**config.mk**
```make
export PLATFORM = sky130hd
export DESIGN_NAME = cell_plotter_flat
export DESIGN_NICKNAME = d
export VERILOG_FILES = /design/src/rtl/othello_pkg.sv /design/src/rtl/cell_plotter_if.sv /design/src/rtl/plot_fifo.sv /design/src/rtl/cell_plotter.sv /design/src/flat_wrapper.sv
export SDC_FILE = /design/constraint.sdc
export NUM_CORES = 1
export LEC_CHECK = 0
export BUFFER_PORTS_ARGS = -buffer_cell sky130_fd_sc_hd__buf_2
export CORE_ASPECT_RATIO = 1.25
export CORE_MARGIN = 4
export CORE_UTILIZATION = 54
export CTS_CLUSTER_SIZE = 14
export DETAILED_ROUTE_END_ITERATION = 8
export HOLD_SLACK_MARGIN = 0.02
export PLACE_DENSITY = 0.74
export SLEW_MARGIN = 15
export SYNTH_ARGS = -nofsm -noshare
export SYNTH_HDL_FRONTEND = slang
export SYNTH_SLANG_ARGS = --single-unit
```
**constraint.sdc**
```tcl
create_clock -name clock -period 2.09 [get_ports clock]
set_input_delay 0 -clock clock [delete_from_list [all_inputs] [get_ports clock]]
set_output_delay 0 -clock clock [all_outputs]
set_load 0.02 [all_outputs]
```
**src/rtl/othello_pkg.sv**
```systemverilog
// -----------------------------------------------------------------------------
// othello_pkg
// Shared definitions for the board cell plotter: cell-state (select) encodings,
// tile colours, FSM state encoding, the buffered request layout and the
// per-pixel colour rule used when a tile is drawn.
// -----------------------------------------------------------------------------
package othello_pkg;

    // Cell state carried on the select lines
    localparam logic [1:0] SEL_EMPTY0 = 2'd0;
    localparam logic [1:0] SEL_EMPTY1 = 2'd1;
    localparam logic [1:0] SEL_WHITE  = 2'd2;
    localparam logic [1:0] SEL_BLACK  = 2'd3;

    // Tile colours
    localparam logic [2:0] COL_GRID  = 3'b000;
    localparam logic [2:0] COL_WHITE = 3'b111;
    localparam logic [2:0] COL_BLACK = 3'b000;
    localparam logic [2:0] COL_BOARD = 3'b010;

    // Plotter FSM states
    localparam logic [1:0] IDLE = 2'd0;
    localparam logic [1:0] LOAD = 2'd1;
    localparam logic [1:0] DRAW = 2'd2;

    // One buffered cell request, 17 bits: {x, y, select}
    typedef struct packed {
        logic [7:0] x;
        logic [6:0] y;
        logic [1:0] sel;
    } cell_req_t;

    // Colour of pixel (i, j) inside a c x c tile. The last row and column form
    // the grid line; a disk occupies [2, c-3] in both axes with its four
    // corner pixels clipped so it reads as round.
    function automatic logic [2:0] cell_colour(input int i, input int j,
                                               input logic [1:0] sel, input int c,
                                               input logic [2:0] bg);
        logic in_i;
        logic in_j;
        logic corner;
        logic disk;
        in_i   = (i >= 2) && (i <= c - 3);
        in_j   = (j >= 2) && (j <= c - 3);
        corner = ((i == 2) || (i == c - 3)) && ((j == 2) || (j == c - 3));
        disk   = (sel == SEL_WHITE) || (sel == SEL_BLACK);
        if ((i == c - 1) || (j == c - 1))
            cell_colour = COL_GRID;
        else if (disk && in_i && in_j && !corner)
            cell_colour = (sel == SEL_WHITE) ? COL_WHITE : COL_BLACK;
        else
            cell_colour = bg;
    endfunction

endpackage

```
**src/rtl/cell_plotter_if.sv**
```systemverilog
// -----------------------------------------------------------------------------
// cell_plotter_if
// Cell plot request stream from the board RAM plot port.
//   x_plot [7:0]  tile top-left x pixel
//   y_plot [6:0]  tile top-left y pixel
//   select [1:0]  cell state (0/1 empty, 2 white disk, 3 black disk)
//   enable        request strobe
// Handshake: enable acts as a valid with no ready. Every clock on which enable
// is high carries exactly one request; the consumer cannot stall the producer,
// so a request arriving when the consumer has no room is dropped and flagged.
// -----------------------------------------------------------------------------
interface cell_plotter_if;
    logic [7:0] x_plot;
    logic [6:0] y_plot;
    logic [1:0] select;
    logic       enable;

    modport master (output x_plot, output y_plot, output select, output enable);
    modport slave  (input  x_plot, input  y_plot, input  select, input  enable);
endinterface

```
**src/rtl/plot_fifo.sv**
```systemverilog
// -----------------------------------------------------------------------------
// plot_fifo
// Synchronous FIFO for cell requests.
//   clock, resetn   clock and synchronous active-high reset
//   push, din       write request and data (ignored when full unless popping)
//   pop             read request (ignored when empty)
//   full, empty     occupancy flags
//   dout            head entry, valid while not empty
// A push and a pop on the same edge is legal when full: the pop frees the
// slot the push fills.
// -----------------------------------------------------------------------------
module plot_fifo #(
    parameter int WIDTH = 17,
    parameter int DEPTH = 4
) (
    input  logic             clock,
    input  logic             resetn,
    input  logic             push,
    input  logic             pop,
    input  logic [WIDTH-1:0] din,
    output logic             full,
    output logic             empty,
    output logic [WIDTH-1:0] dout
);
    localparam int AW = $clog2(DEPTH);

    logic [WIDTH-1:0] r_mem [DEPTH];
    logic [AW-1:0]    r_wr_ptr;
    logic [AW-1:0]    r_rd_ptr;
    logic [AW:0]      r_count;
    logic             w_do_push;
    logic             w_do_pop;

    assign full      = (r_count == (AW+1)'(DEPTH));
    assign empty     = (r_count == '0);
    assign dout      = r_mem[r_rd_ptr];
    assign w_do_pop  = pop && !empty;
    assign w_do_push = push && (!full || w_do_pop);

    always_ff @(posedge clock) begin
        if (resetn) begin
            r_wr_ptr <= '0;
            r_rd_ptr <= '0;
            r_count  <= '0;
        end else begin
            if (w_do_push) r_wr_ptr <= r_wr_ptr + AW'(1);
            if (w_do_pop)  r_rd_ptr <= r_rd_ptr + AW'(1);
            case ({w_do_push, w_do_pop})
                2'b10:   r_count <= r_count + (AW+1)'(1);
                2'b01:   r_count <= r_count - (AW+1)'(1);
                default: r_count <= r_count;
            endcase
        end
    end

    // Storage needs no reset: it is only read while the FIFO is non-empty.
    always_ff @(posedge clock) begin
        if (w_do_push) r_mem[r_wr_ptr] <= din;
    end

endmodule

```
**src/rtl/cell_plotter.sv**
```systemverilog
// -----------------------------------------------------------------------------
// cell_plotter
// Renders each buffered board-cell request as a CELL_SIZE x CELL_SIZE tile of
// pixels for the VGA adapter, one pixel per clock.
//   clock, resetn   clock and synchronous active-high reset
//   req             cell request stream (slave side)
//   vga_x, vga_y    pixel address, registered, held when plot=0
//   colour          pixel colour, registered, held when plot=0
//   plot            pixel write strobe
//   busy            FIFO non-empty or FSM not idle
//   overflow        sticky: a request arrived with the FIFO full and was lost
//   dbg_state       current FSM state (IDLE/LOAD/DRAW)
// -----------------------------------------------------------------------------
module cell_plotter
    import othello_pkg::*;
#(
    parameter int         FIFO_DEPTH = 4,
    parameter int         CELL_SIZE  = 12,
    parameter logic [2:0] BG_COLOUR  = COL_BOARD
) (
    input  logic           clock,
    input  logic           resetn,
    cell_plotter_if.slave  req,
    output logic [7:0]     vga_x,
    output logic [6:0]     vga_y,
    output logic [2:0]     colour,
    output logic           plot,
    output logic           busy,
    output logic           overflow,
    output logic [1:0]     dbg_state
);
    localparam int CW = $clog2(CELL_SIZE);
    localparam logic [CW-1:0] LAST = CW'(CELL_SIZE - 1);

    logic [1:0]    r_state;
    logic [7:0]    r_base_x;
    logic [6:0]    r_base_y;
    logic [1:0]    r_sel;
    logic [CW-1:0] r_i;
    logic [CW-1:0] r_j;
    logic [7:0]    r_vga_x;
    logic [6:0]    r_vga_y;
    logic [2:0]    r_colour;
    logic          r_plot;
    logic          r_overflow;

    cell_req_t     w_push_data;
    cell_req_t     w_head;
    logic          w_full;
    logic          w_empty;
    logic          w_pop;
    logic          w_pop_eff;
    logic          w_push_ok;
    logic [2:0]    w_colour;

    assign w_push_data = {req.x_plot, req.y_plot, req.select};
    assign w_pop       = (r_state == LOAD);
    assign w_pop_eff   = w_pop && !w_empty;
    assign w_push_ok   = req.enable && (!w_full || w_pop_eff);
    assign w_colour    = cell_colour(int'(r_i), int'(r_j), r_sel, CELL_SIZE, BG_COLOUR);

    plot_fifo #(
        .WIDTH ($bits(cell_req_t)),
        .DEPTH (FIFO_DEPTH)
    ) u_fifo (
        .clock  (clock),
        .resetn (resetn),
        .push   (req.enable),
        .pop    (w_pop),
        .din    (w_push_data),
        .full   (w_full),
        .empty  (w_empty),
        .dout   (w_head)
    );

    always_ff @(posedge clock) begin
        if (resetn) begin
            r_state    <= IDLE;
            r_base_x   <= '0;
            r_base_y   <= '0;
            r_sel      <= '0;
            r_i        <= '0;
            r_j        <= '0;
            r_vga_x    <= '0;
            r_vga_y    <= '0;
            r_colour   <= '0;
            r_plot     <= 1'b0;
            r_overflow <= 1'b0;
        end else begin
            r_plot <= 1'b0;
            if (req.enable && !w_push_ok) r_overflow <= 1'b1;

            case (r_state)
                IDLE: begin
                    if (!w_empty) r_state <= LOAD;
                end
                LOAD: begin
                    r_base_x <= w_head.x;
                    r_base_y <= w_head.y;
                    r_sel    <= w_head.sel;
                    r_i      <= '0;
                    r_j      <= '0;
                    r_state  <= DRAW;
                end
                DRAW: begin
                    // Address wraps silently modulo the screen size.
                    r_vga_x  <= r_base_x + 8'(r_i);
                    r_vga_y  <= r_base_y + 7'(r_j);
                    r_colour <= w_colour;
                    r_plot   <= 1'b1;
                    if (r_i == LAST) begin
                        r_i <= '0;
                        if (r_j == LAST) begin
                            r_j <= '0;
                            // A request pushed on this same edge counts as queued.
                            r_state <= (!w_empty || w_push_ok) ? LOAD : IDLE;
                        end else begin
                            r_j <= r_j + CW'(1);
                        end
                    end else begin
                        r_i <= r_i + CW'(1);
                    end
                end
                default: r_state <= IDLE;
            endcase
        end
    end

    assign vga_x     = r_vga_x;
    assign vga_y     = r_vga_y;
    assign colour    = r_colour;
    assign plot      = r_plot;
    assign overflow  = r_overflow;
    assign busy      = !w_empty || (r_state != IDLE);
    assign dbg_state = r_state;

endmodule

```
**src/flat_wrapper.sv**
```systemverilog
// flat-port wrapper written by rule: the top's interface ports become plain ports
module cell_plotter_flat import othello_pkg::*;
#(
    parameter int         FIFO_DEPTH = 4,
    parameter int         CELL_SIZE  = 12,
    parameter logic [2:0] BG_COLOUR  = COL_BOARD
)
  (clock, resetn, vga_x, vga_y, colour, plot, busy, overflow, dbg_state, req_x_plot, req_y_plot, req_select, req_enable);
  cell_plotter_if req_i ();
  input  logic clock;
  input  logic resetn;
  output logic [7:0] vga_x;
  output logic [6:0] vga_y;
  output logic [2:0] colour;
  output logic plot;
  output logic busy;
  output logic overflow;
  output logic [1:0] dbg_state;
  input wire logic [$bits(req_i.x_plot)-1:0] req_x_plot;
  input wire logic [$bits(req_i.y_plot)-1:0] req_y_plot;
  input wire logic [$bits(req_i.select)-1:0] req_select;
  input wire logic [$bits(req_i.enable)-1:0] req_enable;
  assign req_i.x_plot = req_x_plot;
  assign req_i.y_plot = req_y_plot;
  assign req_i.select = req_select;
  assign req_i.enable = req_enable;
  cell_plotter #(.FIFO_DEPTH(FIFO_DEPTH), .CELL_SIZE(CELL_SIZE), .BG_COLOUR(BG_COLOUR)) u_core (.clock(clock), .resetn(resetn), .req(req_i), .vga_x(vga_x), .vga_y(vga_y), .colour(colour), .plot(plot), .busy(busy), .overflow(overflow), .dbg_state(dbg_state));
endmodule
```
-- Word level (Yosys, flattened, before mapping)
Memories as Yosys holds them, arrays and structs flattened. A register that Yosys moved wholly into a read port is not among the register bits.
Cells that the tools add are included.
- $add $sub $neg: 8
- $lt $le $gt $ge: 4
- eq/ne operators: 18
- mux-type cells: 17
- reduce and logical (&&, ||, !) cells: 27
- operator list (operator ; number):
    4-bit equality test, second input constant ; 6
    4-bit case mux with 2 select lines ; 2
    4-bit 2-to-1 mux ; 3
    1-bit logical AND ; 9
    3-bit 2-to-1 mux ; 3
    4-bit by 1-bit adder with 4-bit output, second input constant ; 2
    8-bit by 4-bit adder with 8-bit output ; 1
    2-bit equality test, second input constant ; 4
    4-bit by 3-bit equality test with 1-bit output, second input constant ; 2
    4-bit by 2-bit >= comparator with 1-bit output, second input constant ; 2
    4-bit <= comparator, second input constant ; 2
    7-bit by 4-bit adder with 7-bit output ; 1
    1-bit logical OR ; 7
    2-bit 2-to-1 mux ; 3
    2-bit case mux with 3 select lines ; 1
    3-bit case mux with 2 select lines ; 1
    2-bit nonzero test ; 3
    2-bit by 1-bit adder with 2-bit output, second input constant ; 2
    2-bit by 1-bit equality test with 1-bit output, second input constant ; 2
    1-bit logical NOT ; 4
    1-bit 2-to-1 mux ; 4
    2-bit by 1-bit inequality test with 1-bit output, second input constant ; 2
    3-bit by 1-bit adder with 3-bit output, second input constant ; 1
    3-bit equality test, second input constant ; 1
    other kinds (6) ; 6
- flip-flop bits (word level): 37
- bits in writable memories: 68
- bits of input ports: 20
- word-level logic and storage cells: 86
- memories: 1
- memories (memory ; depth ; width ; rd ports ; clocked after memory_dff ; write ports ; line ; RTL):
    u_core.u_fifo.r_mem ; 4 ; 17 ; 1 ; 1 ; 1 ; plot_fifo.sv:27 ; logic [WIDTH-1:0] r_mem [DEPTH];

-- Logic depth before layout (Yosys ltp)
Gate-level depths: netlist of run 1.
- depth after elaboration: 10
- depth in mapped cells: 11
- depth with buffers taken out: 10

-- By module
From an unflattened synthesis of run 1, not the netlist that was laid out.
- cells, all modules: 407
- area total of the unflattened synthesis: 5366.4 µm²
- by module, submodules not included (module ; times used ; cells each ; area an instance (µm²) ; sequential area each (µm²)):
    plot_fifo ; 1 ; 143 ; 2984.1 ; 2222.1
    cell_plotter ; 1 ; 264 ; 2382.3 ; 920.9

-- Worst setup path before layout of run 1
OpenSTA, ideal clock, no wires.
- path type: register -> register
- start point: register u_core.r_state[0] (netlist: u_core.dbg_state[0])
- end point: register u_core.u_fifo.r_count[1]
- setup time: 71 ps
- arrival: 2231 ps
- slack: -212 ps
- cell stages (with the launch flop): 11
- path buffers: 1
- period minus slack after synthesis: 2302 ps
- cells stage by stage: dfxtp_1 -> ha_1 -> buf_4 -> o31ai_4 -> nor2_1 -> inv_1 -> fa_1 -> nand3b_1 -> o21a_1 -> o22a_1 -> a21oi_1
- longest elaborated chain between the ends: 6
- ends and longest elaborated chain (element ; line ; RTL):
    from (decl) ; cell_plotter.sv:35 ; logic [1:0] r_state;
    from (signal assigned) ; cell_plotter.sv:116 ; r_state <= (!w_empty || w_push_ok) ? LOAD : IDLE;
    2-bit by 1-bit equality test with 1-bit output * ; cell_plotter.sv:57 ; assign w_pop = (r_state == LOAD);
    1-bit logical AND * ; plot_fifo.sv:37 ; assign w_do_pop = pop && !empty;
    1-bit logical OR ; plot_fifo.sv:38 ; assign w_do_push = push && (!full || w_do_pop);
    1-bit logical AND ; plot_fifo.sv:38 ;
    2-bit by 1-bit equality test with 1-bit output or 2-bit equality test (tied branches) ; plot_fifo.sv:48 ; case ({w_do_push, w_do_pop})
    3-bit case mux with 2 select lines or 2-bit nonzero test (tied branches) ; -- ;
    to (signal assigned) ; plot_fifo.sv:49 ; 2'b10: r_count <= r_count + (AW+1)'(1);
    to (signal assigned) ; plot_fifo.sv:50 ; 2'b01: r_count <= r_count - (AW+1)'(1);
    to (signal assigned) ; plot_fifo.sv:51 ; default: r_count <= r_count;
    to (decl) ; plot_fifo.sv:30 ; logic [AW:0] r_count;
Every way passes the cells marked *; elsewhere a longest branch is shown, timed or not.
A chain may end at the register's enable or synchronous reset.

-- Final worst setup path of run 1
- start point: register u_core.r_state[1] (netlist: u_core.dbg_state[1])
- end point: register u_core.u_fifo.r_count[2]
Same word-level chain as after synthesis.

==> metrics.yaml, run 1 <==
status: "completed"
worstMarginPinSlew_ns: 0.518
p_total_w: 0.00779
cp_data_required_time_ns: 2.38
critPathCaptureType: "flip-flop"
r2r_slack_ns: 0.09
drv_cap: 0
async_flop_share: 0
ant_nets: 0
critPathArrivalTime_ns: 2.29
synth_most_common_cell: "edfxtp_1"
yosysUniqueCellTypes: 63
synth_top_family_by_area: "multiplexers"
gp_congestion: 0.828
synth_compound_area_frac: 0.0847
register_area_um2: 3110
finalHoldViolCount: 0
synth.cell_area_um2: 5380
post_dp_cell_area_um2: 5790
finalMaxSlewViolations: 0
ios: 43
nNetsFinal: 530
synth_area_leaders: "edfxtp_1, dfxtp_1, mux4_2, ha_1, mux2i_1"
drt-pass1-iter-count: 4
drt_iter0_drc: 132
synthTopCellsByCount: "edfxtp_1, dfxtp_1, nor2_1"
relSlewSlack: 0.654
reg2reg_to: "u_core.u_fifo.r_count[2]"
avgViaCountPerCell: 5.57
ir_worst_vdd_mv: 0.776
synth_top_area_cell: "edfxtp_1"
finClkSkew_ns: 0.00721
synth-edff-count: 68
antenna_found_initial: 0
setup_viol: 0
synthSimpleGateAreaFrac: 0.103
num_rows: 40
place_hpwl_mm: 6.76
dieArea_um2: 11600
grt_start_max_net_pins: 38
cts_tree: "done"
r2r_cells: 8
synth.yosys.seq_area_share: 0.577
drt_wl_total_mm: 10.3
period_needed_ns: 2.00
grt_pass1_wl_mm: 17.3
holdPathEnd: "u_core.u_fifo.r_mem[1][11]"
start_util: 0.557
synthFlopType: "edfxtp_1"
yosysTopAreaCellShare: 0.380
cts-htree-levels: 4
synthMuxAreaShare: 0.126
diodes: 0
clk_pin_slew_ns: 0.06
vias: 3457
die_w_um: 97.3
crit_path_start_kind: "flip-flop"
max_freq_ghz: 0.501
fp.dieH_um: 120
cts_buffers: 17
cts_root_buf: "clkbuf_16"
path_class: "flip-flop to flip-flop"
drive_gt1_frac: 0.257
grt_util_all_layers: 0.190
grt-ovfl-total: 0
power.leakage_nw: 2.51
crit-reg2reg-launch: "u_core.dbg_state[1]"
synth_warnings: 0
syn_area_per_cell_um2: 13.3
syn_nets: 452
crit_fanout: 5
wl_per_cell_um: 16.6
cts_sinks: 121
multi_input_comb_area_um2: 2120
fin_worst_hold_slack_ns: 0.342
synthXorXnorAreaFrac: 0.00977
core_area_um2: 9660
worstSkewPairLatency_ns: 0.41
final_area_um2: 6610
grt_pass1_vias: 3599
min_period_over_period: 0.956
drcViolationCount: 0
min_path_cells: 2
syn_inst: 405
io_buffers: 42
power_density_nw_per_um2: 1180
area_growth_syn_to_layout_pct: 22.9
ys_ff_latch: 121
synthAdderAreaFrac: 0.0670
holdCritStartpoint: "req_x_plot[2]"
clk_path_buf_depth: 2
hp-class: "primary input to flip-flop"
fill_cells: 649
## report_power, final
group	total (W)	leakage, nW	switching [W]	internal [W]
logic	0.00178	1.16	0.000968	0.000816
clock network	0.00297	0.294	0.000995	0.00197
registers	0.00304	1.06	0.000203	0.00283
total	0.00779	2.51	0.00217	0.00562
## metal layers
layer | vias to the layer above | global-route usage | part of all wire
li1 | 1665 | - | -
met1 | 1695 | 0.222 | 0.41
met2 | 73 | 0.322 | 0.52
met3 | 24 | 0.0517 | 0.037
met4 | 0 | 0.0944 | 0.032
met5 | - | 0 | 0
## kinds of logic after synthesis
logic type                 Yosys count
DFF                                121
and+or+nand+nor                    105
AOI/OAI and AO/OA                   61
muxes                               45
buffers and inverters               40
adders and majority gates           27
xor gates and xnor gates             6
## how the worst max path moves through the flow
| stage | startpoint | endpoint | slack, ns |
|---|---|---|---|
| floorplan | u_core.dbg_state[1] | u_core.u_fifo.r_count[1] | 0.008 |
| global placement | u_core.dbg_state[1] | u_core.u_fifo.r_count[1] | 0.13 |
| detailed placement | u_core.dbg_state[1] | u_core.u_fifo.r_count[1] | 0.05 |
| CTS | u_core.dbg_state[1] | u_core.u_fifo.r_count[1] | 0.03 |
| global route | u_core.dbg_state[1] | u_core.u_fifo.r_count[1] | -0.008 |
| finish | u_core.dbg_state[1] | u_core.u_fifo.r_count[2] | 0.09 |
## worst max-delay path, stage by stage (launching register included)
cell,delay [ns]
dfxtp_4,0.36
inv_4,0.06
ha_4,0.17
o31ai_4,0.08
nor2_2,0.13
inv_1,0.07
fa_1,0.43
a22oi_1,0.22
mux2_2,0.36
## layout by cell type, fill, tap and decap left out, types with 5 or more instances in the layout
cell / n
mux2i_1: 25
dfxtp_1: 51
mux4_2: 17
inv_1: 17
clkbuf_16: 17
nand3_1: 8
nor2_1: 43
xnor2_1: 5
clkinv_2: 6
a21oi_1: 13
nor2b_1: 6
edfxtp_1: 68
buf_2: 42
ha_1: 23
o21ai_0: 5
buf_4: 19
nand2_1: 13
o21a_1: 5
dlygate4sd3_1: 19
a211oi_1: 6
## flip-flops by register name (all words and copies together) (netlist names)
| name | count |
|---|---|
| u_core.vga_y | 7 |
| u_core.r_sel | 2 |
| u_core.r_j | 4 |
| u_core.u_fifo.r_count | 3 |
| u_core.dbg_state | 2 |
| u_core.r_base_x | 8 |
| u_core.vga_x | 8 |
| u_core.plot | 1 |
| u_core.overflow | 1 |
| u_core.r_i | 4 |
| u_core.colour | 2 |
| u_core.r_base_y | 7 |
| u_core.u_fifo.r_mem | 68 |
| u_core.u_fifo.r_wr_ptr | 2 |
| u_core.u_fifo.r_rd_ptr | 2 |
## area by class of cell
class,count,area share
inverters,19,0.0112
repair buffers,80,0.0821
multi-input cells,244,0.321
well taps,126,0.0238
clock buffers,17,0.0643
clock inverters,14,0.0274
flip-flops and latches,121,0.470
## per-stage QoR
step           utilization  std cells  worst slack (ns)  TNS [ns]
6_report             0.685        621            0.0923         0
5_1_grt              0.685        621          -0.00838  -0.00838
4_1_cts              0.682        619            0.0251         0
3_5_place_dp         0.600        569            0.0484         0
3_3_place_gp         0.600        569             0.126         0
2_1_floorplan            -        405           0.00828         0
## repair_timing
item,4_1_cts,5_1_grt
hold endpoints to repair,77,0
endpoints found under the setup margin,0,2
gates resized for setup,0,2
buffers inserted,0,2
hold buffers,19,0
Note: power is estimated with default switching activity, not from simulation.
==> inputs of run 2 (changes only) <==
Settings changed: CORE_MARGIN 4 to 10, CORE_UTILIZATION 54 to 40, PLACE_DENSITY 0.74 to 0.57.
Clock period 2.09 ns to 1.7 ns, I/O delays scaled along.
==> run 2 against run 1 <==
Against the previous run: the flow now finishes with violations (negative setup slack); wire length up 12%; critical endpoint is now u_core.u_fifo.r_mem[1][0]; sequential cell count is the same; combinational power increased by 49%; clock power rose by 20%; sequential share of layout area down 3.5 points; total power increased by 27%; sequential power grew 22%; via count grew 0.84%.
==> metrics.yaml, run 2 (synthesis results as in run 1) <==
vias: 3486  # was 3457
violations: "negative setup slack"
drive_gt1_frac: 0.364  # was 0.257
diodes: 0  # unchanged
hp-class: "primary input to flip-flop"  # unchanged
layout_common_cells: "edfxtp_1, buf_4, dfxtp_1, nor2_1, buf_2"  # was edfxtp_1, dfxtp_1, nor2_1, buf_2, mux2i_1
core_area_um2: 13200  # was 9660 um2
nNetsFinal: 570  # was 530
min_period_over_period: 1.09  # was 0.956
finClkSkew_ns: 0.00901  # was 0.00721 ns
area_growth_syn_to_layout_pct: 33.0  # was 22.9%
worstMarginPinSlew_ns: 0.401  # was 0.518 ns
setup_viol: 71  # was 0
drt_wl_total_mm: 11.6  # was 10.3 mm
cts_tree: "done"  # unchanged
avgViaCountPerCell: 4.93  # was 5.57
start_util: 0.407  # was 0.557
cp_data_required_time_ns: 1.82  # was 2.38 ns
drt-pass1-iter-count: 4  # unchanged
drt_iter0_drc: 120  # was 132
cts_sinks: 121  # unchanged
grt_setup_unrepaired: "true"
setup-tns-final_ns: -6.48  # was 0 ns
grt_util_all_layers: 0.130  # was 0.190
worstSkewPairLatency_ns: 0.40  # was 0.41 ns
critPathCaptureType: "flip-flop"  # unchanged
grt_pass1_vias: 3658  # was 3599
cts_root_buf: "clkbuf_16"  # unchanged
grt_pass1_wl_mm: 18.7  # was 17.3 mm
die_w_um: 124  # was 97.3 um
power_density_nw_per_um2: 1380  # was 1180 nW/um2
place_hpwl_mm: 7.83  # was 6.76 mm
crit_path_start_kind: "flip-flop"  # unchanged
dieArea_um2: 18500  # was 11600 um2
finalMaxSlewViolations: 0  # unchanged
finalCoreUtilization: 0.541  # was 0.685
path_class: "flip-flop to flip-flop"  # unchanged
cts_buffers: 17  # unchanged
fin_worst_hold_slack_ns: 0.0553  # was 0.342 ns
grt_start_max_net_pins: 27  # was 38
grt-ovfl-total: 0  # unchanged
ant_nets: 0  # unchanged
cts-htree-levels: 4  # unchanged
relSlewSlack: 0.729  # was 0.654
ir_worst_vdd_mv: 0.671  # was 0.776 mV
final_common_cell: "edfxtp_1"  # unchanged
clk_pin_slew_ns: 0.06  # about the same
wl_per_cell_um: 16.3  # was 16.6 um
crit_fanout: 8  # was 5
power.leakage_nw: 2.73  # was 2.51 nW
finalHoldViolCount: 0  # unchanged
layout_setup_ws_ns: -0.153  # was 0.0923 ns
status: "complete, but fails checks"  # was completed
ios: 43  # unchanged
antenna_found_initial: 0  # unchanged
drcViolationCount: 0  # unchanged
final_area_um2: 7160  # was 6610 um2
gp_congestion: 0.754  # was 0.828
largest_reg_flops: 68  # unchanged
fp.dieH_um: 150  # was 120 um
post_dp_cell_area_um2: 6090  # was 5790 um2
critPathArrivalTime_ns: 1.97  # was 2.29 ns
drv_cap: 0  # unchanged
io_buffers: 42  # unchanged
period_needed_ns: 1.85  # was 2.00 ns
max_freq_ghz: 0.540  # was 0.501 GHz
clk_path_buf_depth: 2  # unchanged
largest-register: "u_core.u_fifo.r_mem"  # unchanged
num_rows: 47  # was 40
p_total_w: 0.00990  # was 0.00779 W
## run 2: layer usage
metal,track usage,vias up,part of all wire
met3,0.0332,14,0.034
li1,-,1750,-
met5,0,-,0
met2,0.230,45,0.55
met1,0.145,1677,0.41
met4,0.0478,0,0.014
## run 2: layout make-up
cell class,count,area [um2]
inverter,19,73.8
fill,1116,6080
tap,171,214
timing repair buffer,117,890
sequential,121,3110
clock buffer,17,425
multi-input combinational,247,2270
clock inverter,15,166
## run 2: report_power, final
part | total (W) | switching [W] | leakage [nW] | internal (W)
combinational | 0.00265 | 0.00133 | 1.40 | 0.00132
clock | 0.00355 | 0.00136 | 0.277 | 0.00219
sequential | 0.00370 | 0.000223 | 1.06 | 0.00348
total | 0.00990 | 0.00292 | 2.73 | 0.00699
## run 2: critical path, cell delays in order (launching register included)
cell	delay (ns)
dfxtp_4	0.35
inv_4	0.05
ha_4	0.14
buf_4	0.11
buf_6	0.09
nor4b_4	0.04
buf_4	0.13
nor2b_4	0.23
and2_4	0.27
buf_12	0.14
## run 2: timing repair
action                                  CTS  global route
hold buffers                             19             0
hold endpoints to repair                 72             0
endpoints found under the setup margin   82            86
pin swaps                                 5            14
resized for setup                        16            21
gates cloned                              2             2
buffers inserted                          9             2
## run 2: path summary, 6_finish.rpt
kind / slack (ns) / startpoint / cells after the start / end
setup / recovery: -0.15 / u_core.dbg_state[1] / 9 / u_core.u_fifo.r_mem[1][0]
hold reg to reg: 0.46 / u_core.colour[1] / 2 / u_core.colour[1]
setup reg to reg: -0.15 / u_core.dbg_state[1] / 9 / u_core.u_fifo.r_mem[1][0]
hold / removal: 0.06 / req_enable / 5 / u_core.u_fifo.r_count[1]
## run 2: per-stage QoR
stage / setup WS, ns / std cells
after global routing: -0.224 / 707
after floorplan: -0.328 / 405
final: -0.153 / 707
after CTS: -0.147 / 703
after detailed placement: -0.255 / 641
after global placement: -0.209 / 641
